$ cat src/rtl/cword_pkg.sv
// Shared definitions for the microcode sequencer: control-word field map,
// sequencer states and the default idle word.
package cword_pkg;

    localparam int OUTCTL_LSB       = 0;
    localparam int OUTCTL_W         = 4;
    localparam int LOADCTL_LSB      = 4;
    localparam int LOADCTL_W        = 4;
    localparam int ALU_ARG_L_LSB    = 8;
    localparam int ALU_ARG_L_W      = 2;
    localparam int ALU_ARG_R_LSB    = 10;
    localparam int ALU_ARG_R_W      = 3;
    localparam int ALU_ALT_BIT      = 13;
    localparam int FLAGS_CALC_BIT   = 14;
    localparam int CARRY_BIT        = 15;
    localparam int ADDROUTCTL_LSB   = 16;
    localparam int ADDROUTCTL_W     = 3;
    localparam int ADDRLOADCTL_LSB  = 19;
    localparam int ADDRLOADCTL_W    = 3;
    localparam int STACK_INC_BIT    = 22;
    localparam int STACK_DEC_BIT    = 23;
    localparam int STEP_RESETN_BIT  = 24;
    localparam int STEP_EXTN_BIT    = 25;
    localparam int CLK_HALT_BIT     = 26;
    localparam int CLK_BRK_BIT      = 27;
    localparam int ACALC_SIGNED_BIT = 28;

    // Active-low step controls parked inactive, every other field off.
    localparam logic [31:0] DEFAULT_IDLE_CW = 32'h0300_0000;

    typedef enum logic [1:0] {
        RUN    = 2'd0,
        BREAK  = 2'd1,
        HALTED = 2'd2
    } seq_state_t;

endpackage

$ cat src/rtl/ustep_counter.sv
// Microstep counter with extended-page bit and sticky wrap-around error flag.
module ustep_counter #(
    parameter int STEP_W = 3
) (
    input  logic              clk_i,
    input  logic              rst_i,
    input  logic              adv_i,
    input  logic              rst_step_i,
    input  logic              ext_jump_i,
    output logic [STEP_W-1:0] step_o,
    output logic              ext_o,
    output logic              wrap_err_o
);

    logic [STEP_W-1:0] step_q, step_d;
    logic              ext_q, ext_d;
    logic              err_q, err_d;

    always_comb begin
        step_d = step_q;
        ext_d  = ext_q;
        err_d  = err_q;
        if (adv_i) begin
            if (rst_step_i) begin
                step_d = '0;
                ext_d  = 1'b0;
            end else if (ext_jump_i) begin
                step_d = '0;
                ext_d  = 1'b1;
            end else begin
                // Running off the end of a page keeps the page but flags the microcode bug.
                step_d = step_q + STEP_W'(1);
                if (&step_q) err_d = 1'b1;
            end
        end
    end

    always_ff @(posedge clk_i or posedge rst_i) begin
        if (rst_i) begin
            step_q <= '0;
            ext_q  <= 1'b0;
            err_q  <= 1'b0;
        end else begin
            step_q <= step_d;
            ext_q  <= ext_d;
            err_q  <= err_d;
        end
    end

    assign step_o     = step_q;
    assign ext_o      = ext_q;
    assign wrap_err_o = err_q;

endmodule

$ cat src/rtl/cword_sequencer.sv
// Registered microcode sequencer: forms the ROM address, latches the control
// word, splits it into fields and runs the RUN/BREAK/HALTED control flow.
module cword_sequencer
    import cword_pkg::*;
#(
    parameter int                OPCODE_W = 8,
    parameter int                FLAGS_W  = 4,
    parameter int                STEP_W   = 3,
    parameter int                CW_W     = 32,
    parameter logic [CW_W-1:0]   IDLE_CW  = CW_W'(DEFAULT_IDLE_CW)
) (
    input  logic                                 clk,
    input  logic                                 reset,
    input  logic [OPCODE_W-1:0]                  opcode,
    input  logic [FLAGS_W-1:0]                   flags,
    output logic [1+FLAGS_W+OPCODE_W+STEP_W-1:0] uaddr,
    input  logic [CW_W-1:0]                      rom_data,
    input  logic                                 step_mode,
    input  logic                                 step_req,
    input  logic                                 resume,
    output logic [3:0]                           outctl,
    output logic [3:0]                           loadctl,
    output logic [1:0]                           alu_arg_l,
    output logic [2:0]                           alu_arg_r,
    output logic                                 alu_alt,
    output logic                                 flags_calc,
    output logic                                 carry,
    output logic [2:0]                           addroutctl,
    output logic [2:0]                           addrloadctl,
    output logic                                 stack_inc,
    output logic                                 stack_dec,
    output logic                                 acalc_signed,
    output logic [STEP_W-1:0]                    step,
    output logic                                 ext,
    output logic                                 halted,
    output logic                                 in_break,
    output logic                                 step_wrap_err
);

    seq_state_t        state_q, state_d;
    logic [CW_W-1:0]   cw_q, cw_d;
    logic [STEP_W-1:0] step_q;
    logic              ext_q;
    logic              adv;
    logic              unused_cw;

    assign adv = (state_q == RUN) && (!step_mode || step_req);

    ustep_counter #(
        .STEP_W(STEP_W)
    ) u_ustep (
        .clk_i      (clk),
        .rst_i      (reset),
        .adv_i      (adv),
        .rst_step_i (~rom_data[STEP_RESETN_BIT]),
        .ext_jump_i (~rom_data[STEP_EXTN_BIT]),
        .step_o     (step_q),
        .ext_o      (ext_q),
        .wrap_err_o (step_wrap_err)
    );

    // The halting/breaking word is latched once so its other fields still execute.
    always_comb begin
        state_d = state_q;
        cw_d    = IDLE_CW;
        case (state_q)
            RUN: begin
                if (adv) begin
                    cw_d = rom_data;
                    if (rom_data[CLK_HALT_BIT])     state_d = HALTED;
                    else if (rom_data[CLK_BRK_BIT]) state_d = BREAK;
                end
            end
            BREAK: begin
                if (resume) state_d = RUN;
            end
            default: state_d = state_q;
        endcase
    end

    always_ff @(posedge clk or posedge reset) begin
        if (reset) begin
            state_q <= RUN;
            cw_q    <= IDLE_CW;
        end else begin
            state_q <= state_d;
            cw_q    <= cw_d;
        end
    end

    assign uaddr    = {ext_q, flags, opcode, step_q};
    assign step     = step_q;
    assign ext      = ext_q;
    assign halted   = (state_q == HALTED);
    assign in_break = (state_q == BREAK);

    assign outctl       = cw_q[OUTCTL_LSB +: OUTCTL_W];
    assign loadctl      = cw_q[LOADCTL_LSB +: LOADCTL_W];
    assign alu_arg_l    = cw_q[ALU_ARG_L_LSB +: ALU_ARG_L_W];
    assign alu_arg_r    = cw_q[ALU_ARG_R_LSB +: ALU_ARG_R_W];
    assign alu_alt      = cw_q[ALU_ALT_BIT];
    assign flags_calc   = cw_q[FLAGS_CALC_BIT];
    assign carry        = cw_q[CARRY_BIT];
    assign addroutctl   = cw_q[ADDROUTCTL_LSB +: ADDROUTCTL_W];
    assign addrloadctl  = cw_q[ADDRLOADCTL_LSB +: ADDRLOADCTL_W];
    assign stack_inc    = cw_q[STACK_INC_BIT];
    assign stack_dec    = cw_q[STACK_DEC_BIT];
    assign acalc_signed = cw_q[ACALC_SIGNED_BIT];

    // Sequencing bits and any bits above the field map only matter on the ROM side.
    assign unused_cw = ^{cw_q[CLK_BRK_BIT:STEP_RESETN_BIT], cw_q >> (ACALC_SIGNED_BIT + 1)};

endmodule

$ cat config.mk
export PLATFORM = sky130hd
export DESIGN_NAME = cword_sequencer
export DESIGN_NICKNAME = d
export VERILOG_FILES = /design/src/rtl/cword_pkg.sv /design/src/rtl/ustep_counter.sv /design/src/rtl/cword_sequencer.sv
export SDC_FILE = /design/constraint.sdc
export NUM_CORES = 1
export LEC_CHECK = 0
export BUFFER_PORTS_ARGS = -buffer_cell sky130_fd_sc_hd__buf_2
export CAP_MARGIN = 5
export CORE_MARGIN = 3
export CORE_UTILIZATION = 40
export CTS_CLUSTER_DIAMETER = 200
export DETAILED_ROUTE_END_ITERATION = 12
export PLACE_DENSITY = 0.88
export SYNTH_ARGS = -nofsm -noshare
export SYNTH_HDL_FRONTEND = slang
export SYNTH_SLANG_ARGS = --single-unit
$ cat constraint.sdc
create_clock -name clk -period 2.1 [get_ports clk]
set_input_delay 0.315 -clock clk [delete_from_list [all_inputs] [get_ports clk]]
set_output_delay 0.315 -clock clk [all_outputs]
set_load 0.02 [all_outputs]
* After elaboration in Yosys (flattened, before gate mapping)
Cells that the tools add are included.
W data, S select, Z words.
** Cells by class
- $lt $le $gt $ge :: 0
- Add/sub/neg operators :: 1
- Reduce and logical (&&, ||, !) cells :: 8
- Shift-type cells :: 0
- Bitwise operators :: 0
- Muxes and demuxes :: 11
- Multipliers :: 0
- Eq/ne operators :: 6
- Div/mod/pow operators :: 0
** Operators by type and width (number)
- $mux W29 :: 2
- $mux W2 :: 4
- $mux W3 :: 2
- $ne A2 B2 Y1 const B :: 3
- $reduce_and A6 Y1 :: 1
- $pmux W2 S2 :: 1
- $reduce_and A4 Y1 :: 1
- $add A3 B1 Y3 const B :: 1
- $ne A3 B3 Y1 const B :: 1
- $eq A2 B1 Y1 const B :: 1
- $eq A2 B2 Y1 const B :: 1
- $logic_not A2 Y1 :: 1
- $mux W1 :: 2
- $reduce_and A2 Y1 :: 1
- $reduce_bool A2 Y1 :: 1
- $logic_and A1 B1 Y1 :: 1
- $logic_not A1 Y1 :: 1
- $logic_or A1 B1 Y1 :: 1
** Storage, ports and cells
- Memory bits (writable) :: 0
- Input bits :: 49
- Bits in read-only memories :: 0
- Latch bits :: 0
- Output and inout bits :: 48
- Register bits :: 36
- Memories :: 0

* Longest topological paths before layout
Gate-level depths: netlist of run 1.
- Depth after elaboration :: 5
- Gate-level depth with buffers :: 4
- Mapped depth without buffers :: 3

* Cells and area by module
From an unflattened synthesis of run 1, not the netlist that was laid out.
** Unflattened totals
- Cell total of the unflattened synthesis :: 108
- Area total of the unflattened synthesis :: 1368.8 µm²
** Modules (own cells, without submodules)
- cword_sequencer :: area an instance 1104.8 µm², sequential area each 675.6 µm², times used 1, cells each 86
- ustep_counter :: area an instance 264.0 µm², sequential area each 125.1 µm², times used 1, cells each 22

* Least setup slack after synthesis of run 1
OpenSTA, ideal clock, no wires.
- Path kind :: reg2reg
- From :: register u_ustep.step_q[0] (netlist: u_ustep.step_o[0])
- To :: register u_ustep.step_q[2] (netlist: u_ustep.step_o[2])
- Setup time :: 78 ps
- Slack :: 921 ps
- Stages on the path, launching flop included :: 4
- Arrival time :: 1101 ps
- Cell sequence :: dfrtp_1 ha_1 o311ai_1 o2bb2ai_1
** On the way
- Longest elaborated chain between the ends :: 3
** Ends and longest elaborated chain
- start, declared :: RTL line ustep_counter.sv:15 : logic [STEP_W-1:0] step_q, step_d;
- start signal, assigned :: RTL line ustep_counter.sv:44 : step_q <= step_d;
- $add A3 B1 Y3 :: RTL line ustep_counter.sv:32 : step_d = step_q + STEP_W'(1);
- $mux W3 :: RTL line ustep_counter.sv:27 : end else if (ext_jump_i) begin
- $mux W3 :: RTL line ustep_counter.sv:24 : if (rst_step_i) begin
No other way between the ends.
A chain may end at the register's enable or synchronous reset.

* Worst setup path in the final report of run 1
- From :: register state_q[0]
- To :: output in_break
** On the way
- Longest elaborated chain between the ends :: 1
** Ends and longest elaborated chain
- start, declared :: RTL line cword_sequencer.sv:40 : seq_state_t state_q, state_d;
- start signal, assigned :: RTL line cword_sequencer.sv:86 : state_q <= state_d;
- $eq A2 B1 Y1 :: RTL line cword_sequencer.sv:95 : assign in_break = (state_q == BREAK);
- end, declared :: RTL line cword_sequencer.sv:36 : output logic in_break,
No other way between the ends.

==> results of run 1 <==
[cells by family (layout without fill, tap and decap cells)]
family	count (synthesis)	count (layout)
AO/OA/AOI/OAI	9	9
adder cells (fa/ha/maj)	1	1
buffers and inverters	26	82
flip-flops	32	32
multiplexers	1	1
AND/OR/NAND/NOR	35	35
[layer usage]
layer	part of all wire	wire length, µm
met1	0.42	1170
met2	0.43	1210
met3	0.14	379
met4	0.012	34
met5	0	0
[power by group through the flow]
stage	clock [mW]	combinational [mW]	sequential, mW
after CTS	0.464	0.209	0.674
after global routing	0.497	0.226	0.680
after global placement	0	0.206	0.684
final	0.445	0.206	0.674
after floorplan	0	0.158	0.706
after detailed placement	0	0.208	0.685
[cell usage after synthesis, drive strengths merged]
cell	n
a21boi	1
a21oi	1
a22oi	1
a31o	2
a31oi	1
and2	2
and3	25
buf	20
clkbuf	2
dfrtp	32
ha	1
inv	4
mux2i	1
nand2b	2
nand3	2
nand4b	1
nor2	2
nor2b	1
o21bai	1
o2bb2ai	1
o311ai	1
[final timing paths]
kind	start	endpoint	slack, ps	depth (start not counted)
setup / recovery	state_q[0]	in_break	600	3
hold / removal	reset	cw_q[23]	60	3
setup reg to reg	state_q[1]	u_ustep.step_o[1]	740	3
hold reg to reg	u_ustep.wrap_err_o	u_ustep.wrap_err_o	490	1
max in group asynchronous	reset	state_q[1]	1770	3
min in group clk	resume	state_q[0]	180	2
[stage by stage]
step / hold WS [ps] / util / std cells
finish: 55.9 / 0.530 / 204
global route: 67.6 / 0.530 / 204
CTS: 48.5 / 0.530 / 204
detailed placement: 411 / 0.505 / 196
global placement: 410 / 0.505 / 196
floorplan: 413 / - / 104
[registers in the layout (all words and copies together) (netlist names)]
signal	count
cw_q	25
u_ustep.step_o	3
state_q	2
u_ustep.ext_o	1
u_ustep.wrap_err_o	1
[layout make-up]
| cell class | count | area [µm²] |
|---|---|---|
| Fill cell | 279 | 1450 |
| Sequential cell | 32 | 801 |
| Timing Repair Buffer | 70 | 353 |
| Multi-Input combinational cell | 46 | 330 |
| Tap cell | 44 | 55.1 |
| Clock buffer | 6 | 41.3 |
| Clock inverter | 2 | 35.0 |
| Inverter | 4 | 15.0 |
[worst max-delay path, delay by kind of cell, from the launching register on]
family	cells	cell delay (ps)
buf+inv	2	290
flops	1	430
simple gates	1	150
==> qor.json, run 1 <==
{
  "outcome": {
    "run_status": "finished, final reports clean"
  },
  "yosys": {
    "synth_top_family_by_area": "simple AND/OR/NAND/NOR gates",
    "synthesized_area_fraction_occupied_by_and_or_nand_nor_cells": 0.180,
    "ys_types": 27,
    "post_synth_mux_area_share": 0.00770,
    "postSynthAreaPerCell_um2": 12.5,
    "synth_area_leaders": "dfrtp_1 (62%), and3_1 (12%), buf_4 (9.2%), buf_2 (1.2%), inv_1 (1.2%)",
    "synth_nets": 154,
    "synth_top_area_cell": "dfrtp_1",
    "area_share_of_the_largest_cell_type_after_synthesis": 0.616,
    "synth_seq_cells": 32,
    "synth_compound_gate_area_share": 0.0568,
    "synthesized_netlist_cell_count": 104,
    "synth.cell_area_um2": 1300,
    "synthXorXnorAreaFrac": 0,
    "yosysSeqAreaShare": 0.616,
    "yosys.area_share.adder": 0.00962,
    "synth-warning-count": 0
  },
  "power_and_ir_drop": {
    "switching_power_mw": 0.352,
    "power_density_nw_per_um2": 813,
    "power.switching_fraction": 0.265,
    "share_clk_of_total_power": 0.336,
    "vdd_ir_drop_max_mv": 0.401,
    "cell_internal_pwr_mw": 0.973,
    "share_comb_of_total_power": 0.155,
    "totalPowerFinal_mw": 1.32,
    "power.static_leakage_nw": 1.04,
    "p_seq_frac": 0.509
  },
  "floorplanning": {
    "floorplan.die.height_um": 63.0,
    "die_area_um2": 3970,
    "core-area_um2": 3080,
    "row_count": 20,
    "boundaryPins": 97,
    "floorplan.initialDensity": 0.422,
    "dieWidth_um": 63.0
  },
  "clocking": {
    "cts_hold_repair.buffers": 0,
    "cts_setup_buffers": 0,
    "h-tree-depth": 2,
    "cts_buffers": 5,
    "cts_repair_resizes": 0,
    "clock_path_buffers": 2,
    "clk_transition_reported_paths_ps": 90,
    "clk_sinks": 32,
    "clock_tree.root_cell": "clkbuf_4",
    "worst_skew_pair.late_latency_ps": 320,
    "tritoncts": "built"
  },
  "layout": {
    "flow.area_growth_from_synthesis_pct": 25.4,
    "finish.net_count": 209,
    "finalInstanceArea_um2": 1630,
    "layout_commonest_cell": "buf_2",
    "commonest_non_fill_non_tap_cells_in_the_layout": "buf_2 (69), dfrtp_1 (32), and3_1 (25), clkbuf_4 (5), inv_1 (4)",
    "antenna_cells": 0,
    "final_layout_size_suffix_gt1_frac": 0.513
  },
  "place": {
    "dpl-instance-area_um2": 1550,
    "placement.setup.worst_slack_ps": 760,
    "post-dp-hpwl_mm": 2.05,
    "gpl.final_weighted_congestion": 0.698,
    "port_buffers": 69
  },
  "sta": {
    "timing.final.setup_violations": 0,
    "achievable-frequency_mhz": 666,
    "final-hold-violation-count": 0,
    "fin_crit_ps": 1500,
    "period_share": 0.715,
    "slew_at_the_pin_with_the_worst_max_slew_slack_ps": 543,
    "fin_ws_ps": 598,
    "setup_skew_ps": 2.50,
    "slew_violations": 0,
    "tns_ps": 0,
    "grt_setup_unrepaired": "false",
    "slew-limit-headroom": 0.637
  },
  "routing": {
    "detail-route-antenna-nets": 0,
    "firstDrtPassIters": 6,
    "routed_wire_length_per_instance_um": 13.7,
    "drtIter0Drc": 63,
    "wirelength_mm": 2.80,
    "drt-vias-per-instance": 4.58,
    "drt_drc_violations_left": 0,
    "num_vias": 934
  },
  "setup_path": {
    "worst-setup-path-type": "reg2out",
    "worstPathCellList": "inv_1 -> nor2_1 -> buf_2",
    "worst-endpoint-arrival_ps": 1190,
    "cp_max_stage_delay_ps": 430,
    "worst-endpoint-required_ps": 1780,
    "crit_path_top_delay_cell": "dfrtp_1",
    "worstSetupStartpointType": "flip-flop",
    "setup.worst_path.end_class": "output pin",
    "critical_path.max_fanout": 3
  },
  "global_route": {
    "grt.overflow.total": 0,
    "global_route_wire_length_before_repair_mm": 4.57,
    "top_usage_layer": "met2",
    "maximum_number_of_pins_on_one_net_before_global_route_repair": 33,
    "use_met2": 0.229,
    "use_met1": 0.175,
    "use_met3": 0.0773,
    "grt_antenna_before_repair": 0,
    "globalRouteTotalUtil": 0.151,
    "number_of_global_route_vias_before_repair": 919
  },
  "job": {
    "max-cap-violations": 0
  },
  "worst_hold_path": {
    "worst_hold_path_type": "in2async"
  }
}
No activity file was read; power rests on OpenSTA's default activity.
==> inputs of run 2 (changes only) <==
--- a/config.mk
+++ b/config.mk
@@ -8,10 +8,10 @@
 export BUFFER_PORTS_ARGS = -buffer_cell sky130_fd_sc_hd__buf_2
 export CAP_MARGIN = 5
 export CORE_MARGIN = 3
-export CORE_UTILIZATION = 40
+export CORE_UTILIZATION = 35
 export CTS_CLUSTER_DIAMETER = 200
 export DETAILED_ROUTE_END_ITERATION = 12
-export PLACE_DENSITY = 0.88
+export PLACE_DENSITY = 0.82
 export SYNTH_ARGS = -nofsm -noshare
 export SYNTH_HDL_FRONTEND = slang
 export SYNTH_SLANG_ARGS = --single-unit
==> constraint.sdc (replaced) <==
create_clock -name clk -period 1.25 [get_ports clk]
set_input_delay 0.1875 -clock clk [delete_from_list [all_inputs] [get_ports clk]]
set_output_delay 0.1875 -clock clk [all_outputs]
set_load 0.02 [all_outputs]
==> run 2 against run 1 <==
  * Die area is 13% higher
  * Register-to-register slack got worse by 670 ps
  * First-iteration DRC count down 49%
  * Worst setup slack worse by 550 ps
  * Hold slack better by 44 ps
  * Routed wire length shrank 7.7%
  * Utilization fell by 2.8 points
  * Critical endpoint is now halted
  * Largest power group unchanged
  * Highest routed layer unchanged
==> qor.json, run 2 (synthesis results as in run 1) <==
{
  "outcome": {
    "run_status": {"value": "finished, final reports clean", "change": "unchanged"}
  },
  "clocking": {
    "cts_buffers": {"value": 5, "change": "unchanged"},
    "worst_skew_pair.late_latency": {"value": 270, "unit": "ps", "change": "was 320 ps"},
    "clk_transition_reported_paths": {"value": 60, "unit": "ps", "change": "was 90 ps"},
    "clock_path_buffers": {"value": 2, "change": "unchanged"},
    "clock_tree.root_cell": {"value": "clkbuf_8", "change": "was clkbuf_4"},
    "clk_sinks": {"value": 32, "change": "unchanged"},
    "h-tree-depth": {"value": 2, "change": "unchanged"},
    "tritoncts": {"value": "built", "change": "unchanged"}
  },
  "layout": {
    "fraction_of_the_core_area_covered_by_cells_at_the_end_of_the_flow": {"value": 0.501, "change": "was 0.530"},
    "commonest_non_fill_non_tap_cells_in_the_layout": {"value": "buf_2 (68), dfrtp_1 (31), and3_1 (25), buf_4 (8), clkbuf_8 (7)", "change": "was buf_2 (69), dfrtp_1 (32), and3_1 (25), clkbuf_4 (5), inv_1 (4)"},
    "layout_commonest_cell": {"value": "buf_2", "change": "unchanged"},
    "multiInputGateArea": {"value": 338, "unit": "µm²", "change": "was 330 µm²"},
    "antenna_cells": {"value": 0, "change": "unchanged"},
    "seqCellArea": {"value": 802, "unit": "µm²", "change": "was 801 µm²"},
    "flow.area_growth_from_synthesis": {"value": 33.8, "unit": "%", "change": "was 25.4%"},
    "final_layout_size_suffix_gt1_frac": {"value": 0.551, "change": "was 0.513"},
    "largest_register_ffs": {"value": 25, "change": "unchanged"},
    "top_register": {"value": "cw_q", "change": "unchanged"},
    "finish.net_count": {"value": 217, "change": "was 209"},
    "fill_cells": {"value": 308, "change": "was 279"},
    "layoutNonFillerInstCount": {"value": 213, "change": "was 204"}
  },
  "routing": {
    "num_vias": {"value": 951, "change": "was 934"},
    "routed_wire_length_per_instance": {"value": 12.1, "unit": "µm", "change": "was 13.7 µm"},
    "drtIter0Drc": {"value": 32, "change": "was 63"},
    "drt_drc_violations_left": {"value": 0, "change": "unchanged"},
    "firstDrtPassIters": {"value": 4, "change": "was 6"},
    "wirelength": {"value": 2.58, "unit": "mm", "change": "was 2.80 mm"},
    "drt-vias-per-instance": {"value": 4.46, "change": "was 4.58"},
    "detail-route-antenna-nets": {"value": 0, "change": "unchanged"}
  },
  "setup_path": {
    "setup.worst_path.end_class": {"value": "output pin", "change": "unchanged"},
    "worstSetupStartpointType": {"value": "flip-flop", "change": "unchanged"},
    "worst-endpoint-required": {"value": 1060, "unit": "ps", "change": "was 1780 ps"},
    "worst-endpoint-arrival": {"value": 1010, "unit": "ps", "change": "was 1190 ps"},
    "worst-setup-path-type": {"value": "reg2out", "change": "unchanged"},
    "critical_path.max_fanout": {"value": 4, "change": "was 3"}
  },
  "sta": {
    "period_share": 0.961,
    "grt_setup_unrepaired": {"value": "false", "change": "unchanged"},
    "slew_violations": {"value": 0, "change": "unchanged"},
    "tns": {"value": 0, "unit": "ps", "change": "unchanged"},
    "setup_skew": {"value": 3.60, "unit": "ps", "change": "was 2.50 ps"},
    "fin_crit_ps": 1200,
    "final-hold-violation-count": {"value": 0, "change": "unchanged"},
    "achievable-frequency_mhz": 833,
    "timing.final.setup_violations": {"value": 0, "change": "unchanged"},
    "slew_at_the_pin_with_the_worst_max_slew_slack": {"value": 395, "unit": "ps", "change": "was 543 ps"},
    "fin_ws": {"value": 49.0, "unit": "ps", "change": "was 598 ps"},
    "slew-limit-headroom": {"value": 0.737, "change": "was 0.637"}
  },
  "power_and_ir_drop": {
    "power.switching_fraction": {"value": 0.258, "change": "was 0.265"},
    "switching_power": {"value": 0.606, "unit": "mW", "change": "was 0.352 mW"},
    "share_comb_of_total_power": {"value": 0.177, "change": "was 0.155"},
    "power.static_leakage": {"value": 1.09, "unit": "nW", "change": "was 1.04 nW"},
    "power_density": {"value": 1350, "unit": "nW/µm²", "change": "was 813 nW/µm²"},
    "cell_internal_pwr": {"value": 1.74, "unit": "mW", "change": "was 0.973 mW"},
    "share_clk_of_total_power": {"value": 0.348, "change": "was 0.336"},
    "totalPowerFinal": {"value": 2.35, "unit": "mW", "change": "was 1.32 mW"},
    "vdd_ir_drop_max": {"value": 0.546, "unit": "mV", "change": "was 0.401 mV"},
    "p_seq_frac": {"value": 0.475, "change": "was 0.509"}
  },
  "floorplanning": {
    "floorplan.die.height": {"value": 66.9, "unit": "µm", "change": "was 63.0 µm"},
    "boundaryPins": {"value": 97, "change": "unchanged"},
    "core-area": {"value": 3470, "unit": "µm²", "change": "was 3080 µm²"},
    "dieWidth": {"value": 66.9, "unit": "µm", "change": "was 63.0 µm"},
    "floorplan.initialDensity": {"value": 0.375, "change": "was 0.422"},
    "die_area": {"value": 4480, "unit": "µm²", "change": "was 3970 µm²"},
    "row_count": {"value": 21, "change": "was 20"}
  },
  "global_route": {
    "grt.overflow.total": {"value": 0, "change": "unchanged"},
    "global_route_wire_length_before_repair": {"value": 3.63, "unit": "mm", "change": "was 4.57 mm"},
    "number_of_global_route_vias_before_repair": {"value": 770, "change": "was 919"},
    "globalRouteTotalUtil": {"value": 0.113, "change": "was 0.151"},
    "maximum_number_of_pins_on_one_net_before_global_route_repair": {"value": 33, "change": "unchanged"},
    "grt_antenna_before_repair": {"value": 0, "change": "unchanged"}
  },
  "place": {
    "post-dp-hpwl": {"value": 1.86, "unit": "mm", "change": "was 2.05 mm"},
    "placement.setup.worst_slack": {"value": 58.3, "unit": "ps", "change": "was 760 ps"},
    "placed_cells": {"value": 201, "change": "was 196"},
    "port_buffers": {"value": 69, "change": "unchanged"},
    "gpl.final_weighted_congestion": {"value": 0.734, "change": "was 0.698"}
  },
  "worst_hold_path": {
    "worst_hold_path_type": {"value": "in2reg", "change": "was in2async"}
  },
  "job": {
    "max-cap-violations": {"value": 0, "change": "unchanged"}
  }
}
## run 2: changes by cell type in the layout (fill, tap and decap cells not counted), sizes merged
| cell | delta |
|---|---|
| buf | +7 |
| bufinv | -1 |
| clkbuf | +1 |
| clkinv | -1 |
| dlygate4sd3 | +1 |
## run 2: timing repair
| item | in CTS | in global routing |
|---|---|---|
| endpoints found under the hold margin | 17 | 0 |
| hold buffers | 1 | 0 |
| gates resized for setup | 3 | 2 |
| setup endpoints to repair | 1 | 23 |
| buffers inserted | 0 | 4 |
| pin swaps | 0 | 1 |
## run 2: area by class of cell
class	instances	share of cell area
Sequential cell	32	0.461
Timing Repair Buffer	78	0.247
Multi-Input combinational cell	46	0.194
Clock buffer	7	0.0554
Tap cell	46	0.0331
Inverter	4	0.00863
## run 2: path summary, 6_finish.rpt
path / cells past startpoint / slack (ps) / endpoint / startpoint
min in group asynchronous: 4 / 540 / cw_q[6] / reset
hold reg to reg: 1 / 470 / u_ustep.wrap_err_o / u_ustep.wrap_err_o
hold / removal: 2 / 100 / state_q[0] / resume
setup / recovery: 2 / 50 / halted / state_q[1]
max in group asynchronous: 4 / 400 / state_q[1] / reset
setup reg to reg: 5 / 70 / u_ustep.step_o[1] / state_q[0]
## run 2: through the flow
stage,hold WS (ps),area (µm²)
6_report,100,1740
5_1_grt,92.4,1740
4_1_cts,88.0,1690
3_5_place_dp,290,1580
3_3_place_gp,284,1580
2_1_floorplan,285,1300
## run 2: worst max-delay path, stage by stage, from the launching register on
cell and delay, ps:
dfrtp_2 450, nor2b_1 140, buf_2 150
## run 2: power by group through the flow
stage	registers, mW	logic, mW	clock network (mW)
after CTS	1.13	0.393	0.850
after floorplan	1.19	0.265	0
after detailed placement	1.14	0.385	0
after global placement	1.14	0.381	0
final	1.12	0.416	0.817
after global routing	1.13	0.452	0.901
## run 2: routing by layer
layer | track usage | vias to the layer above | wire length [µm]
li1 | - | 460 | -
met1 | 0.135 | 417 | 1050
met2 | 0.171 | 57 | 1110
met3 | 0.0472 | 17 | 358
met4 | 0.0658 | 0 | 63
met5 | 0 | - | 0
